--- src/rtl/sampled_history_tracker.sv ---
// sampled_history_tracker
// Multi-channel synthesizable equivalent of the gated sampled-value functions
// $past(x,N,en), $rose, $fell, $stable and $changed. Each channel keeps a
// shift history of values captured on enabled clock edges. The tap read is
// purely from registers, so there is no combinational path from smp to
// past_val. The edge/stability flags are registered one-cycle pulses.
module sampled_history_tracker #(
  parameter int                 WIDTH    = 8,
  parameter int                 CHANNELS = 4,
  parameter int                 DEPTH    = 8,
  parameter logic [WIDTH-1:0]   INIT     = '0,
  localparam int                NW       = $clog2(DEPTH + 1)
) (
  input  logic                         clk,
  input  logic                         rst,
  input  logic                         en,
  input  logic                         flush,
  input  logic [CHANNELS*WIDTH-1:0]    smp,
  input  logic [NW-1:0]                past_n,
  output logic [CHANNELS*WIDTH-1:0]    past_val,
  output logic                         past_vld,
  output logic [CHANNELS-1:0]          rose,
  output logic [CHANNELS-1:0]          fell,
  output logic [CHANNELS-1:0]          stable,
  output logic [CHANNELS-1:0]          changed,
  output logic [NW-1:0]                fill
);

  // Slot 0 holds the most recent enabled sample of each channel.
  logic [WIDTH-1:0]    hist_q [CHANNELS][DEPTH];
  logic [WIDTH-1:0]    hist_d [CHANNELS][DEPTH];
  logic [NW-1:0]       fill_q, fill_d;
  logic [CHANNELS-1:0] rose_q, rose_d;
  logic [CHANNELS-1:0] fell_q, fell_d;
  logic [CHANNELS-1:0] stable_q, stable_d;
  logic [CHANNELS-1:0] changed_q, changed_d;

  logic [WIDTH-1:0]    cur;
  logic [WIDTH-1:0]    prev;
  logic [NW-1:0]       n_eff;

  // Next-state: history shift/flush, fill count, and flag pulses.
  always_comb begin
    hist_d    = hist_q;
    fill_d    = fill_q;
    rose_d    = '0;
    fell_d    = '0;
    stable_d  = '0;
    changed_d = '0;
    cur       = INIT;
    prev      = INIT;

    if (flush) begin
      for (int c = 0; c < CHANNELS; c++) begin
        for (int k = 0; k < DEPTH; k++) begin
          hist_d[c][k] = INIT;
        end
        if (en) begin
          hist_d[c][0] = smp[c*WIDTH +: WIDTH];
        end
      end
      fill_d = en ? NW'(1) : '0;
    end else if (en) begin
      for (int c = 0; c < CHANNELS; c++) begin
        for (int k = DEPTH - 1; k > 0; k--) begin
          hist_d[c][k] = hist_q[c][k-1];
        end
        hist_d[c][0] = smp[c*WIDTH +: WIDTH];
      end
      fill_d = (fill_q == NW'(DEPTH)) ? fill_q : fill_q + NW'(1);
    end

    // A flushing edge compares against INIT, as if no past existed.
    if (en) begin
      for (int c = 0; c < CHANNELS; c++) begin
        cur          = smp[c*WIDTH +: WIDTH];
        prev         = flush ? INIT : hist_q[c][0];
        rose_d[c]    = cur[0] & ~prev[0];
        fell_d[c]    = ~cur[0] & prev[0];
        stable_d[c]  = (cur == prev);
        changed_d[c] = (cur != prev);
      end
    end
  end

  // State registers; every register is cleared by the async reset.
  always_ff @(posedge clk or posedge rst) begin
    if (rst) begin
      for (int c = 0; c < CHANNELS; c++) begin
        for (int k = 0; k < DEPTH; k++) begin
          hist_q[c][k] <= INIT;
        end
      end
      fill_q    <= '0;
      rose_q    <= '0;
      fell_q    <= '0;
      stable_q  <= '0;
      changed_q <= '0;
    end else begin
      for (int c = 0; c < CHANNELS; c++) begin
        for (int k = 0; k < DEPTH; k++) begin
          hist_q[c][k] <= hist_d[c][k];
        end
      end
      fill_q    <= fill_d;
      rose_q    <= rose_d;
      fell_q    <= fell_d;
      stable_q  <= stable_d;
      changed_q <= changed_d;
    end
  end

  // Tap read: N=0 aliases to N=1; taps beyond the history return INIT.
  always_comb begin
    n_eff    = (past_n == '0) ? NW'(1) : past_n;
    past_val = {CHANNELS{INIT}};
    past_vld = 1'b0;
    if (n_eff <= NW'(DEPTH)) begin
      past_vld = (fill_q >= n_eff);
      for (int c = 0; c < CHANNELS; c++) begin
        for (int k = 0; k < DEPTH; k++) begin
          if (n_eff == NW'(k + 1)) begin
            past_val[c*WIDTH +: WIDTH] = hist_q[c][k];
          end
        end
      end
    end
  end

  assign fill    = fill_q;
  assign rose    = rose_q;
  assign fell    = fell_q;
  assign stable  = stable_q;
  assign changed = changed_q;

endmodule

--- config.mk ---
export PLATFORM = sky130hd
export DESIGN_NAME = sampled_history_tracker
export DESIGN_NICKNAME = d
export VERILOG_FILES = /design/src/rtl/sampled_history_tracker.sv
export SDC_FILE = /design/constraint.sdc
export NUM_CORES = 1
export LEC_CHECK = 0
export BUFFER_PORTS_ARGS = -buffer_cell sky130_fd_sc_hd__buf_2
export CAP_MARGIN = 20
export CORE_MARGIN = 5
export CORE_UTILIZATION = 30
export CTS_CLUSTER_SIZE = 24
export DETAILED_ROUTE_END_ITERATION = 7
export PLACE_DENSITY = 0.44
export SLEW_MARGIN = 40
export SYNTH_ARGS = -nofsm -noshare
export SYNTH_HDL_FRONTEND = slang
export SYNTH_SLANG_ARGS = --single-unit
--- constraint.sdc ---
create_clock -name clk -period 23.8 [get_ports clk]
set_input_delay 0 -clock clk [delete_from_list [all_inputs] [get_ports clk]]
set_output_delay 0 -clock clk [all_outputs]
set_load 0.05 [all_outputs]
## Word level (Yosys, flattened, before mapping)

Cells that the tools add are included.

- Register bits: 276
- Input bits: 40
- Output and inout port bits: 53
- Word-level logic and storage cells: 130

- Add/sub/neg operators: 1
- $lt $le $gt $ge: 2
- Eq/ne operators: 18
- Multiplexer cells: 53
- Bitwise operators: 16
- Reduce and logical (&&, ||, !) cells: 3

Operators with widths:

| cell | count |
|---|---|
| $mux W256 | 2 |
| $mux W8 | 40 |
| $eq A8 B8 Y1 | 4 |
| $mux W32 | 1 |
| $mux W4 | 8 |
| $ne A8 B8 Y1 | 4 |
| $eq A4 B3 Y1 const B | 4 |
| $and A1 B1 Y1 | 8 |
| $eq A4 B2 Y1 const B | 2 |
| $eq A4 B4 Y1 const B | 2 |
| $not A1 Y1 | 8 |
| $add A4 B1 Y4 const B | 1 |
| $eq A4 B1 Y1 const B | 1 |
| $ge A4 B4 Y1 | 1 |
| $le A4 B4 Y1 const B | 1 |
| $logic_not A4 Y1 | 1 |
| $mux W1 | 2 |
| $ne A2 B2 Y1 const B | 1 |
| $reduce_and A2 Y1 | 1 |
| $reduce_bool A2 Y1 | 1 |

## Logic depth before layout (Yosys ltp)

- Depth after elaboration: 12
- Gate-level depth with buffers: 10

## Least setup slack after synthesis

OpenSTA, ideal clock, no wires.

- Path type: register to output
- From: reg fill_q[0] (netlist: fill[0])
- To: out past_vld
- Arrival: 2.094 ns
- Setup slack: 21.706 ns
- Cell stages (with the launch flop): 7
- Cells stage by stage: dfrtp_1 inv_1 ha_1 inv_1 a21boi_0 o21ai_0 a21oi_1

- Cells in the longest elaborated chain, start to end: 2

RTL lines:

| element | line | RTL |
|---|---|---|
| start: declaration | 32 | `logic [NW-1:0] fill_q, fill_d;` |
| start signal: assignment | 105 | `fill_q <= fill_d;` |
| $ge A4 B4 Y1 | 119 | `past_vld = (fill_q >= n_eff);` |
| $mux W1 | 118 | `if (n_eff <= NW'(DEPTH)) begin` |
| end: declaration | 21 | `output logic past_vld,` |

No other way between the ends.

## Final worst setup path

- From: in en
- To: reg hist_q[27] (netlist bit)

- Cells in the longest elaborated chain, start to end: 1

RTL lines:

| element | line | RTL |
|---|---|---|
| start: declaration | 16 | `input logic en,` |
| $reduce_bool A2 Y1 (no source line) | - |  |
| end signal: indexed assignment | 102 | `hist_q[c][k] <= hist_d[c][k];` |
| end: declaration | 30 | `logic [WIDTH-1:0] hist_q [CHANNELS][DEPTH];` |

No other way between the ends.
A chain may end at the register's enable or synchronous reset.

==> reports/metrics.cfg <==
[floorplan]
die_w_um = 227
initial_utilization_pct = 30.3
ios = 93
die-area_um2 = 51500
core_um2 = 46600
die_h_um = 227
rows = 79

[global_routing]
overflow = 0
grt_use_met1_pct = 21.6
top_usage_layer = met2
grtUsageMet2_pct = 27.9
gr-usage-all-layers_pct = 16.5
grt_max_degree = 150
grt_pass1_vias = 11100
grt_pass1_wl_mm = 66.7
antenna_found_initial = 0
grt_use_met3_pct = 2.37

[logic_synthesis]
ys_seq_area_share_pct = 48.9
yosys.area_share.simple_pct = 13.7
ys_types = 58
yosys.area.top_type_share_pct = 48.9
synth_top_family_by_area = multiplexers
syn_nets = 1466
synthTopCellsByArea = dfrtp_1, mux2i_1, nor2_1
syn_inst = 1412
synth_top_area_cell = dfrtp_1
synth-edff-count = 0
synth_most_common_cell = nor2_1
synth_compound_area_share_pct = 14.2
synth_common_cells = nor2_1, dfrtp_1, mux2i_1, buf_2, a21oi_1
async_flop_share_pct = 100
ys_ff_latch = 276
synthXorXnorAreaFrac_pct = 0.435
synthAdderAreaFrac_pct = 1.24
ys.flop_type = dfrtp_1
synth_mux_area_share_pct = 16.8
synth_area_um2 = 14100
yosys_warnings = 0
synth_area_per_cell_um2 = 9.99

[sta]
rsz0062_at_grt = no
setup-tns-final_ps = 0
skew_ps = 27.6
hold_viol_final = 0
period_needed_ps = 3280
setup_violations = 0
post-route-period-util_pct = 13.8
tightest_slew_ps = 803
fmax_mhz = 305
relSlewSlack_pct = 46.4
drv_slew = 0

[route]
wire_per_inst_um = 20.0
route.detailed.drc = 0
via_per_inst = 5.04
drt-initial-drc-count = 593
first_pass_iters = 6
vias = 10800
wl_mm = 42.7
drtAntennaViolNets = 0

[critical_path]
path_cells = dlygate4sd3_1 > buf_8 > buf_16 > buf_6 > buf_6 > buf_6 > mux2i_1 > nor2_1
arrival_ps = 3690
crit_buf_inv = 6
required_ps = 24210
critical_path.max_stage_delay_ps = 700
cp_top_family = buffers and inverters
end_kind = flop
r2r_setup_slack_ps = 22080
cp_max_fo = 71
slowest_stage = buf_6
cp-start-kind = primary input
critPathKind = in -> reg
cpMostUsedCell = buf_6

[final_layout]
nets = 1566
register_area_um2 = 6910
areaGrowthSynthToFinish_pct = 19.1
antenna_cells = 0
final.fill_count = 4655
drive_above_1_share_pct = 11.2
multi_input_area_um2 = 6570
utilization_pct = 36.1

[clock_network]
cts_max_path_buffers = 3
clock_latency_ps = 550
ctsRootBufferMaster = clkbuf_16
clkSinkCount = 276
cts_tree = yes
clk_pin_slew_ps = 60
h-tree-depth = 2
post_cts_resized = 0
post_cts_buffers = 0
cts_made_buffers = 35

[power]
swShare_pct = 27.2
vdd_drop_max_mv = 0.0379
p_sw_mw = 0.310
leakage_nw = 8.08
power_per_cell_area_nw_per_um2 = 67.9
clkPwrFrac_pct = 45.1
intPower_mw = 0.831
seqPwrFrac_pct = 43.2
p_comb_share_pct = 11.7

[hold_path]
hp-class = in -> reg

[status]
status = completed

[placement]
dpl.hpwl_mm = 25.9
finalWeightedCongestion = 0.735
port_buffers = 92

[flow_run]
cap_violations = 0

[per-stage QoR]
step / setup WS [ps] / power [mW] / instances / hold slack [ps] / instance area (um2)
after global placement: 19750 / 0.628 / 2021 / 240 / 15000
after detailed placement: 20510 / 0.629 / 2022 / 185 / 15100
after floorplan: 16190 / 0.586 / 1412 / 117 / 14100
after global routing: 20290 / 1.19 / 2140 / 277 / 16800
after CTS: 20520 / 1.16 / 2137 / 134 / 16700
final: 20520 / 1.14 / 2140 / 266 / 16800
[cells in the final DEF, fill, tap and decap left out, drive strengths merged, types with 6 or more instances in the layout]
cell / count
clkbuf: 53
a22o: 17
a2bb2oi: 12
inv: 33
dfrtp: 276
nand2: 54
ha: 14
o21a: 21
buf: 115
nor2b: 18
and2: 8
a21oi: 57
a221o: 8
o32a: 16
nand2b: 35
a22oi: 19
nor3b: 6
mux2i: 237
nand3: 8
a211oi: 19
o2bb2ai: 6
o21ai: 69
a31oi: 10
nor2: 288
dlygate4sd3: 58
[what timing repair did]
item | 4_1_cts | 5_1_grt
hold buffers | 57 | 1
endpoints found under the setup margin | 0 | 0
hold endpoints to repair | 215 | 30
[metal layers]
metal,vias to the layer above,routed length (um)
li1,5152,-
met1,5396,18500
met2,182,21300
met3,64,1370
met4,0,1530
met5,-,0
[logic make-up after synthesis]
logic type / after synthesis
buffers and inverters: 144
flip-flops: 276
AND/OR/NAND/NOR: 442
AO/OA/AOI/OAI: 292
multiplexers: 237
adder cells (fa/ha/maj): 14
XOR/XNOR: 7
[registers in the layout (all words and copies together), names as in the netlist]
| signal | count |
|---|---|
| fill | 4 |
| changed | 4 |
| hist_q | 256 |
| fell | 4 |
| rose | 4 |
| stable | 4 |
[worst reg2reg max path, stage by stage (launching register included)]
cell and delay, ps:
dfrtp_1 470, nand2_1 150, inv_1 50, ha_1 270, o2111a_1 170, o21ai_0 150, o31a_1 340
[final cells by class]
| cell class | count | area share, % |
|---|---|---|
| multi-input combinational | 992 | 39.1 |
| timing repair buffer | 174 | 7.94 |
| tap | 607 | 4.52 |
| inverter | 33 | 0.812 |
| clock buffer | 52 | 6.01 |
| sequential | 276 | 41.1 |
| clock inverter | 6 | 0.484 |
[path summary, 6_finish.rpt]
kind	startpoint	endpoint	cells after the start
min in group asynchronous	rst	hist_q[0]$_DFFE_PP0P_	4
worst min-delay path	smp[30]	hist_q[62]$_DFFE_PP0P_	4
worst max-delay path	en	hist_q[27]$_DFFE_PP0P_	8
worst min register to register	hist_q[131]$_DFFE_PP0P_	hist_q[131]$_DFFE_PP0P_	2
worst max register to register	hist_q[120]$_DFFE_PP0P_	changed[2]$_DFF_PP0_	6
max in group asynchronous	rst	rose[0]$_DFF_PP0_	6
[power by group through the flow]
stage	logic (mW)	clock network [mW]	registers, mW
after floorplan	0.0856	0	0.500
after global placement	0.126	0	0.502
after detailed placement	0.127	0	0.502
after CTS	0.135	0.536	0.493
after global routing	0.147	0.550	0.494
final	0.134	0.515	0.493
No activity file was read; power rests on OpenSTA's default activity.
